`config.mk`:
```
export PLATFORM = sky130hd
export DESIGN_NAME = mul4u_err_monitor
export DESIGN_NICKNAME = d
export VERILOG_FILES = /design/src/rtl/mul4u_pkg.sv /design/src/rtl/mul4u_err_dp.sv /design/src/rtl/mul4u_err_monitor.sv
export SDC_FILE = /design/constraint.sdc
export NUM_CORES = 1
export LEC_CHECK = 0
export CORE_ASPECT_RATIO = 0.9
export CORE_UTILIZATION = 61
export CTS_CLUSTER_DIAMETER = 60
export CTS_CLUSTER_SIZE = 12
export DETAILED_ROUTE_END_ITERATION = 10
export PLACE_DENSITY = 0.95
export SETUP_SLACK_MARGIN = 0.2
export SLEW_MARGIN = 20
export SYNTH_ARGS = -nofsm -noshare
export SYNTH_HDL_FRONTEND = slang
export SYNTH_SLANG_ARGS = --single-unit
```
`constraint.sdc`:
```
create_clock -name clk -period 6.6 [get_ports clk]
set_input_delay 1.32 -clock clk [delete_from_list [all_inputs] [get_ports clk]]
set_output_delay 1.32 -clock clk [all_outputs]
set_load 0.01 [all_outputs]
```
`src/rtl/mul4u_pkg.sv`:
```
// ============================================================================
// Module      : mul4u_pkg
// Description : Shared widths, FSM state type and |diff| helper for mul4u blocks.
// Revision    : 1.0 - initial release
// ============================================================================
`default_nettype none

package mul4u_pkg;

    localparam int W_OP = 4;
    localparam int W_P  = 2 * W_OP;

    typedef enum logic [1:0] {
        ST_IDLE  = 2'd0,
        ST_RUN   = 2'd1,
        ST_DRAIN = 2'd2,
        ST_DONE  = 2'd3
    } state_t;

    // Magnitude of a product difference; always fits in W_P bits.
    function automatic logic [W_P-1:0] abs_diff(input logic signed [W_P:0] diff);
        logic [W_P:0] mag;
        mag = diff[W_P] ? -diff : diff;
        return mag[W_P-1:0];
    endfunction

endpackage

`default_nettype wire

```
`src/rtl/mul4u_err_dp.sv`:
```
// ============================================================================
// Module      : mul4u_err_dp
// Description : Two-stage datapath: S1 registers operands and exact product,
//               S2 registers signed diff, |diff| and error flag.
// Revision    : 1.0 - initial release
// ============================================================================
`default_nettype none

module mul4u_err_dp
    import mul4u_pkg::*;
(
    input  logic                  clk,
    input  logic                  rst,
    input  logic                  vld_i,
    input  logic [W_OP-1:0]       a_i,
    input  logic [W_OP-1:0]       b_i,
    input  logic [W_P-1:0]        p_i,
    output logic                  vld_o,
    output logic [W_OP-1:0]       a_o,
    output logic [W_OP-1:0]       b_o,
    output logic signed [W_P:0]   diff_o,
    output logic [W_P-1:0]        ed_o,
    output logic                  err_o,
    output logic                  empty_o
);

    logic                 s1_vld_q;
    logic [W_OP-1:0]      s1_a_q;
    logic [W_OP-1:0]      s1_b_q;
    logic [W_P-1:0]       s1_p_q;
    logic [W_P-1:0]       s1_exact_q;

    logic                 s2_vld_q;
    logic [W_OP-1:0]      s2_a_q;
    logic [W_OP-1:0]      s2_b_q;
    logic signed [W_P:0]  s2_diff_q;
    logic [W_P-1:0]       s2_ed_q;
    logic                 s2_err_q;

    logic signed [W_P:0]  w_diff;

    always_ff @(posedge clk or posedge rst) begin
        if (rst) begin
            s1_vld_q   <= 1'b0;
            s1_a_q     <= '0;
            s1_b_q     <= '0;
            s1_p_q     <= '0;
            s1_exact_q <= '0;
        end else begin
            s1_vld_q <= vld_i;
            if (vld_i) begin
                s1_a_q     <= a_i;
                s1_b_q     <= b_i;
                s1_p_q     <= p_i;
                s1_exact_q <= W_P'(a_i) * W_P'(b_i);
            end
        end
    end

    assign w_diff = $signed({1'b0, s1_p_q}) - $signed({1'b0, s1_exact_q});

    always_ff @(posedge clk or posedge rst) begin
        if (rst) begin
            s2_vld_q  <= 1'b0;
            s2_a_q    <= '0;
            s2_b_q    <= '0;
            s2_diff_q <= '0;
            s2_ed_q   <= '0;
            s2_err_q  <= 1'b0;
        end else begin
            s2_vld_q <= s1_vld_q;
            if (s1_vld_q) begin
                s2_a_q    <= s1_a_q;
                s2_b_q    <= s1_b_q;
                s2_diff_q <= w_diff;
                s2_ed_q   <= abs_diff(w_diff);
                s2_err_q  <= (w_diff != '0);
            end
        end
    end

    assign vld_o   = s2_vld_q;
    assign a_o     = s2_a_q;
    assign b_o     = s2_b_q;
    assign diff_o  = s2_diff_q;
    assign ed_o    = s2_ed_q;
    assign err_o   = s2_err_q;
    assign empty_o = !s1_vld_q && !s2_vld_q;

endmodule

`default_nettype wire

```
`src/rtl/mul4u_err_monitor.sv`:
```
// ============================================================================
// Module      : mul4u_err_monitor
// Description : Windowed error-metric accumulator for 4x4 approximate multipliers.
// Revision    : 1.0 - initial release
// ============================================================================
`default_nettype none

module mul4u_err_monitor
    import mul4u_pkg::*;
#(
    parameter int N_LOG = 8,
    parameter int SUM_W = W_P + N_LOG
) (
    input  logic               clk,
    input  logic               rst,
    input  logic               start_i,
    input  logic               in_valid_i,
    output logic               in_ready_o,
    input  logic [W_OP-1:0]    in_a_i,
    input  logic [W_OP-1:0]    in_b_i,
    input  logic [W_P-1:0]     in_p_i,
    output logic               busy_o,
    output logic               done_o,
    output logic [N_LOG:0]     err_cnt_o,
    output logic [SUM_W-1:0]   ed_sum_o,
    output logic [SUM_W:0]     bias_sum_o,
    output logic [W_P-1:0]     ed_max_o,
    output logic [W_OP-1:0]    max_a_o,
    output logic [W_OP-1:0]    max_b_o
);

    localparam logic [N_LOG:0] c_WIN  = (N_LOG+1)'(1) << N_LOG;
    localparam logic [N_LOG:0] c_LAST = c_WIN - (N_LOG+1)'(1);

    state_t              state_q, state_d;
    logic [N_LOG:0]      cnt_q, cnt_d;
    logic [N_LOG:0]      err_cnt_q, err_cnt_d;
    logic [SUM_W-1:0]    ed_sum_q, ed_sum_d;
    logic [SUM_W:0]      bias_sum_q, bias_sum_d;
    logic [W_P-1:0]      ed_max_q, ed_max_d;
    logic [W_OP-1:0]     max_a_q, max_a_d;
    logic [W_OP-1:0]     max_b_q, max_b_d;
    logic                arm_q;

    logic                w_xfer;
    logic                dp_vld;
    logic [W_OP-1:0]     dp_a;
    logic [W_OP-1:0]     dp_b;
    logic signed [W_P:0] dp_diff;
    logic [W_P-1:0]      dp_ed;
    logic                dp_err;
    logic                dp_empty;

    assign in_ready_o = (state_q == ST_RUN) && (cnt_q < c_WIN);
    assign w_xfer     = in_valid_i && in_ready_o;

    mul4u_err_dp u_dp (
        .clk     (clk),
        .rst     (rst),
        .vld_i   (w_xfer),
        .a_i     (in_a_i),
        .b_i     (in_b_i),
        .p_i     (in_p_i),
        .vld_o   (dp_vld),
        .a_o     (dp_a),
        .b_o     (dp_b),
        .diff_o  (dp_diff),
        .ed_o    (dp_ed),
        .err_o   (dp_err),
        .empty_o (dp_empty)
    );

    // Blocks a start that coincides with the first edge after reset release.
    always_ff @(posedge clk or posedge rst) begin
        if (rst) arm_q <= 1'b0;
        else     arm_q <= 1'b1;
    end

    always_comb begin
        state_d    = state_q;
        cnt_d      = cnt_q;
        err_cnt_d  = err_cnt_q;
        ed_sum_d   = ed_sum_q;
        bias_sum_d = bias_sum_q;
        ed_max_d   = ed_max_q;
        max_a_d    = max_a_q;
        max_b_d    = max_b_q;

        if (dp_vld) begin
            err_cnt_d  = err_cnt_q + (N_LOG+1)'(dp_err);
            ed_sum_d   = ed_sum_q + SUM_W'(dp_ed);
            bias_sum_d = bias_sum_q + {{(SUM_W-W_P){dp_diff[W_P]}}, dp_diff};
            if (dp_ed > ed_max_q) begin
                ed_max_d = dp_ed;
                max_a_d  = dp_a;
                max_b_d  = dp_b;
            end
        end

        case (state_q)
            ST_IDLE: begin
                if (start_i && arm_q) begin
                    state_d    = ST_RUN;
                    cnt_d      = '0;
                    err_cnt_d  = '0;
                    ed_sum_d   = '0;
                    bias_sum_d = '0;
                    ed_max_d   = '0;
                    max_a_d    = '0;
                    max_b_d    = '0;
                end
            end
            ST_RUN: begin
                if (w_xfer) begin
                    cnt_d = cnt_q + (N_LOG+1)'(1);
                    if (cnt_q == c_LAST) state_d = ST_DRAIN;
                end
            end
            ST_DRAIN: begin
                if (dp_empty) state_d = ST_DONE;
            end
            ST_DONE: begin
                state_d = ST_IDLE;
            end
            default: begin
                state_d = ST_IDLE;
            end
        endcase
    end

    always_ff @(posedge clk or posedge rst) begin
        if (rst) begin
            state_q    <= ST_IDLE;
            cnt_q      <= '0;
            err_cnt_q  <= '0;
            ed_sum_q   <= '0;
            bias_sum_q <= '0;
            ed_max_q   <= '0;
            max_a_q    <= '0;
            max_b_q    <= '0;
        end else begin
            state_q    <= state_d;
            cnt_q      <= cnt_d;
            err_cnt_q  <= err_cnt_d;
            ed_sum_q   <= ed_sum_d;
            bias_sum_q <= bias_sum_d;
            ed_max_q   <= ed_max_d;
            max_a_q    <= max_a_d;
            max_b_q    <= max_b_d;
        end
    end

    assign busy_o     = (state_q == ST_RUN) || (state_q == ST_DRAIN);
    assign done_o     = (state_q == ST_DONE);
    assign err_cnt_o  = err_cnt_q;
    assign ed_sum_o   = ed_sum_q;
    assign bias_sum_o = bias_sum_q;
    assign ed_max_o   = ed_max_q;
    assign max_a_o    = max_a_q;
    assign max_b_o    = max_b_q;

endmodule

`default_nettype wire

```
==> results.md <==
* Top post-synthesis cells by area: dfrtp_1, ha_1, mux2i_1
* Layout cell share with drive strength beyond 1 at 8.343%
* Max-slew violations at 0
* Number of global-route vias before repair at 5952
* Tot GR Track Use at around 31%
* CP endpoint kind: flip-flop
* Antenna-violating nets left at 0
* Dominant cell type by area after synthesis: dfrtp_1
* Die Wd at 116.0 um
* Outcome: complete, no violations
* Max-Cap Viols at 0
* Synth Flop Type: dfrtp_1
* CTS Buf Count at 17
* Skew final at approximately 7.4 ps
* Clock H-tree levels at 4
* F_max at 245.9 MHz
* Min-Delay Path Depth at 2
* Peak VDD IR at about 0.3 mV
* Iter 0 DRT Violations at 569
* CTS root buf: clkbuf_16
* Boundary Pins at 81
* Placed Instances at roughly 950
* Clk sink count at 121
* Yosys warning count at 0
* Sequential-to-total area share from yosys stat at between 40 and 50%
* Global-route wire length before repair at 28580 um
* Top-count cell post-synth: dfrtp_1
* Reg2reg path depth at 11
* LEAKAGE at 0.004034 uW
* Largest net degree at the start of global routing at 66
* Worst Path Max Fanout at 5
* Port bufs at 80
* Fill cells at approximately 720
* Total Nets Final at roughly 900
* Syn-to-layout area delta at 21.82%
* Req. time, crit path at slightly below 7000 ps
* Post-route setup slack at between 2000 and 3000 ps
* GPL Wtd Cong at 0.9046
* Mapped Area at approximately 0.007 mm^2
* Pwr Density at 567.3 mW/mm^2
* DRC at 0
* Synth top area share at around 42%
* Via density at 5.918
* Rel. slew slack at 26.55%
* Clk buf depth at 2
* FFs w/ async S/R, synth at between 90% and 100%
* Clock slew at reported path FFs at approximately 60 ps
* Resize count post-CTS at 0
* Crit path time final at between 4000 and 5000 ps
* Detailed-route wire length per cell at 17.73 um
* Number of synthesized flops with an enable pin at 0
* Initial Util at 62.63%
* Final setup violation count at 0
* Power after layout at ~4900 uW
* Syn Area/Cell at 9.745 um^2
* Critical path class: in2reg
* CTS tree: yes
* Mapped Cells at about 730
* Commonest cells in the netlist: dfrtp_1, nand2_1, nor2_1
* Final hold violation count at 0
* Die area at ~0.012 mm^2
* Unrepaired setup endpoints after global routing: no
* Antenna cells at 0
* Number of detailed-route iterations in the first pass at 5
* Post-CTS setup buffer count at 0
* Core ar. at approximately 0.011 mm^2
* Library cells used by synthesis at 64
* Period Utilization, post-route at about three fifths
* Worst-skew pair later-pin latency at 430 ps
* Die Ht at around 100 um
* Initial antenna violation count at 0
* Cell row count at 37
* Pre-CTS WS at about 2100 ps
* Gr ovfl total at 0
* FF+latch count, synth at ~120
* Hold_buf cts at 0
* Post-DP HPWL at 10870 um
* Final wirelength at 17430 um
* Worst hold slack at a little under 500 ps
* DR vias at a little under 6000
* Hold crit path type: reg2reg
* CP Launch Type: input port
* Worst slew pin tran at between 1000 and 1500 ps
* Fin cells at a little under 1000
* Syn Nets at about 820
* CP Data Arrival Time at 4370 ps
* Setup TNS at 0 ps
[metrics by stage]
| step | util, % | area [um^2] |
|---|---|---|
| finish | 76.30 | 8690 |
| CTS | 76.30 | 8690 |
| global placement | 70.90 | 8074 |
| detailed placement | 70.90 | 8074 |
| floorplan | - | 7133 |
| global route | 76.30 | 8690 |
[routing by layer]
metal  GRT usage (%)  routed length, um  share of wire (%)  vias up
met1           37.49               7045                 40     2827
met5               0                  0                  0        -
met3           6.032                928                5.3       63
met4           15.93                669                3.8        0
li1                -                  -                  -     2692
met2           51.02               8787                 50      235
[path summary, 6_finish.rpt]
| kind | end | startpoint | slack, ps |
|---|---|---|---|
| worst min register to register | u_dp.s1_p_q[4] | u_dp.s1_p_q[4] | 490 |
| worst max-delay path | u_dp.s1_exact_q[7] | in_a_i[0] | 2530 |
| worst max register to register | u_dp.ed_o[7] | u_dp.s1_p_q[0] | 3790 |
| min in group asynchronous | err_cnt_o[6] | rst | 1410 |
| worst min-delay path | u_dp.s1_p_q[4] | u_dp.s1_p_q[4] | 490 |
| max in group asynchronous | cnt_q[8] | rst | 3960 |
[cells in the final DEF, fill, tap and decap left out, drive strengths merged, types with 4 or more instances in the layout]
master	Yosys	routed
dfrtp	121	121
nand2	90	90
nor2	85	85
clkdlybuf4s50	0	80
ha	62	62
inv	45	51
a21oi	46	46
o21ai	37	37
mux2i	34	34
xnor2	26	26
xor2	20	20
clkbuf	17	17
mux2	15	15
a21o	11	11
nand3	11	11
o21a	9	9
and2	8	8
and3	8	8
or3	7	7
nand4	7	7
fa	7	7
nand2b	6	6
nor3	6	6
nor2b	5	5
clkinv	0	5
buf	4	4
o21bai	4	4
[cell type report]
| cell class | count | area (um^2) | area share [%] |
|---|---|---|---|
| Clock buffer | 17 | 425.4 | 4.896 |
| Timing Repair Buffer | 84 | 830.8 | 9.561 |
| Multi-Input combinational cell | 545 | 3849 | 44.29 |
| Inverter | 45 | 171.4 | 1.973 |
| Sequential cell | 121 | 3028 | 34.85 |
| Tap cell | 156 | 195.2 | 2.246 |
| Clock inverter | 15 | 190.2 | 2.189 |
[logic make-up (layout without fill, tap and decap cells)]
kind of cell | after synthesis | after routing | synth area share, %
flip-flops | 121 | 121 | 42.45
AND/OR/NAND/NOR | 240 | 240 | 14.86
other | 1 | 1 | 0.05257
AO/OA/AOI/OAI | 140 | 140 | 13.35
buffers and inverters | 66 | 161 | 3.613
adder cells (fa/ha/maj) | 69 | 69 | 12.84
XOR/XNOR | 46 | 46 | 5.648
multiplexers | 49 | 49 | 7.192
[registers in the layout, indices dropped and copies added (netlist names)]
signal and count:
cnt_q 9, ed_sum_o 16, u_dp.diff_o 8, u_dp.s1_a_q 4, u_dp.b_o 4, u_dp.s1_vld_q 1
state_q 2, u_dp.vld_o 1, u_dp.err_o 1, err_cnt_o 9, u_dp.ed_o 8, max_b_o 4
u_dp.a_o 4, ed_max_o 8, u_dp.s1_exact_q 8, max_a_o 4, u_dp.s1_b_q 4, bias_sum_o 17
arm_q 1, u_dp.s1_p_q 8
[power breakdown]
part / internal [uW] / total, uW / switching (uW)
clock: 602 / 974 / 372
combinational: 1180 / 2660 / 1490
sequential: 1030 / 1290 / 265
[worst max-delay path: stages]
cell and delay (ps):
clkdlybuf4s50_1 570, nand2_1 110, fa_1 510, fa_1 550
inv_1 80, ha_1 320, a21o_1 170, a21oi_1 220
o21bai_1 90, a21oi_1 170, xor2_1 170, o21ai_0 90
No activity file was read; power rests on OpenSTA's default activity.
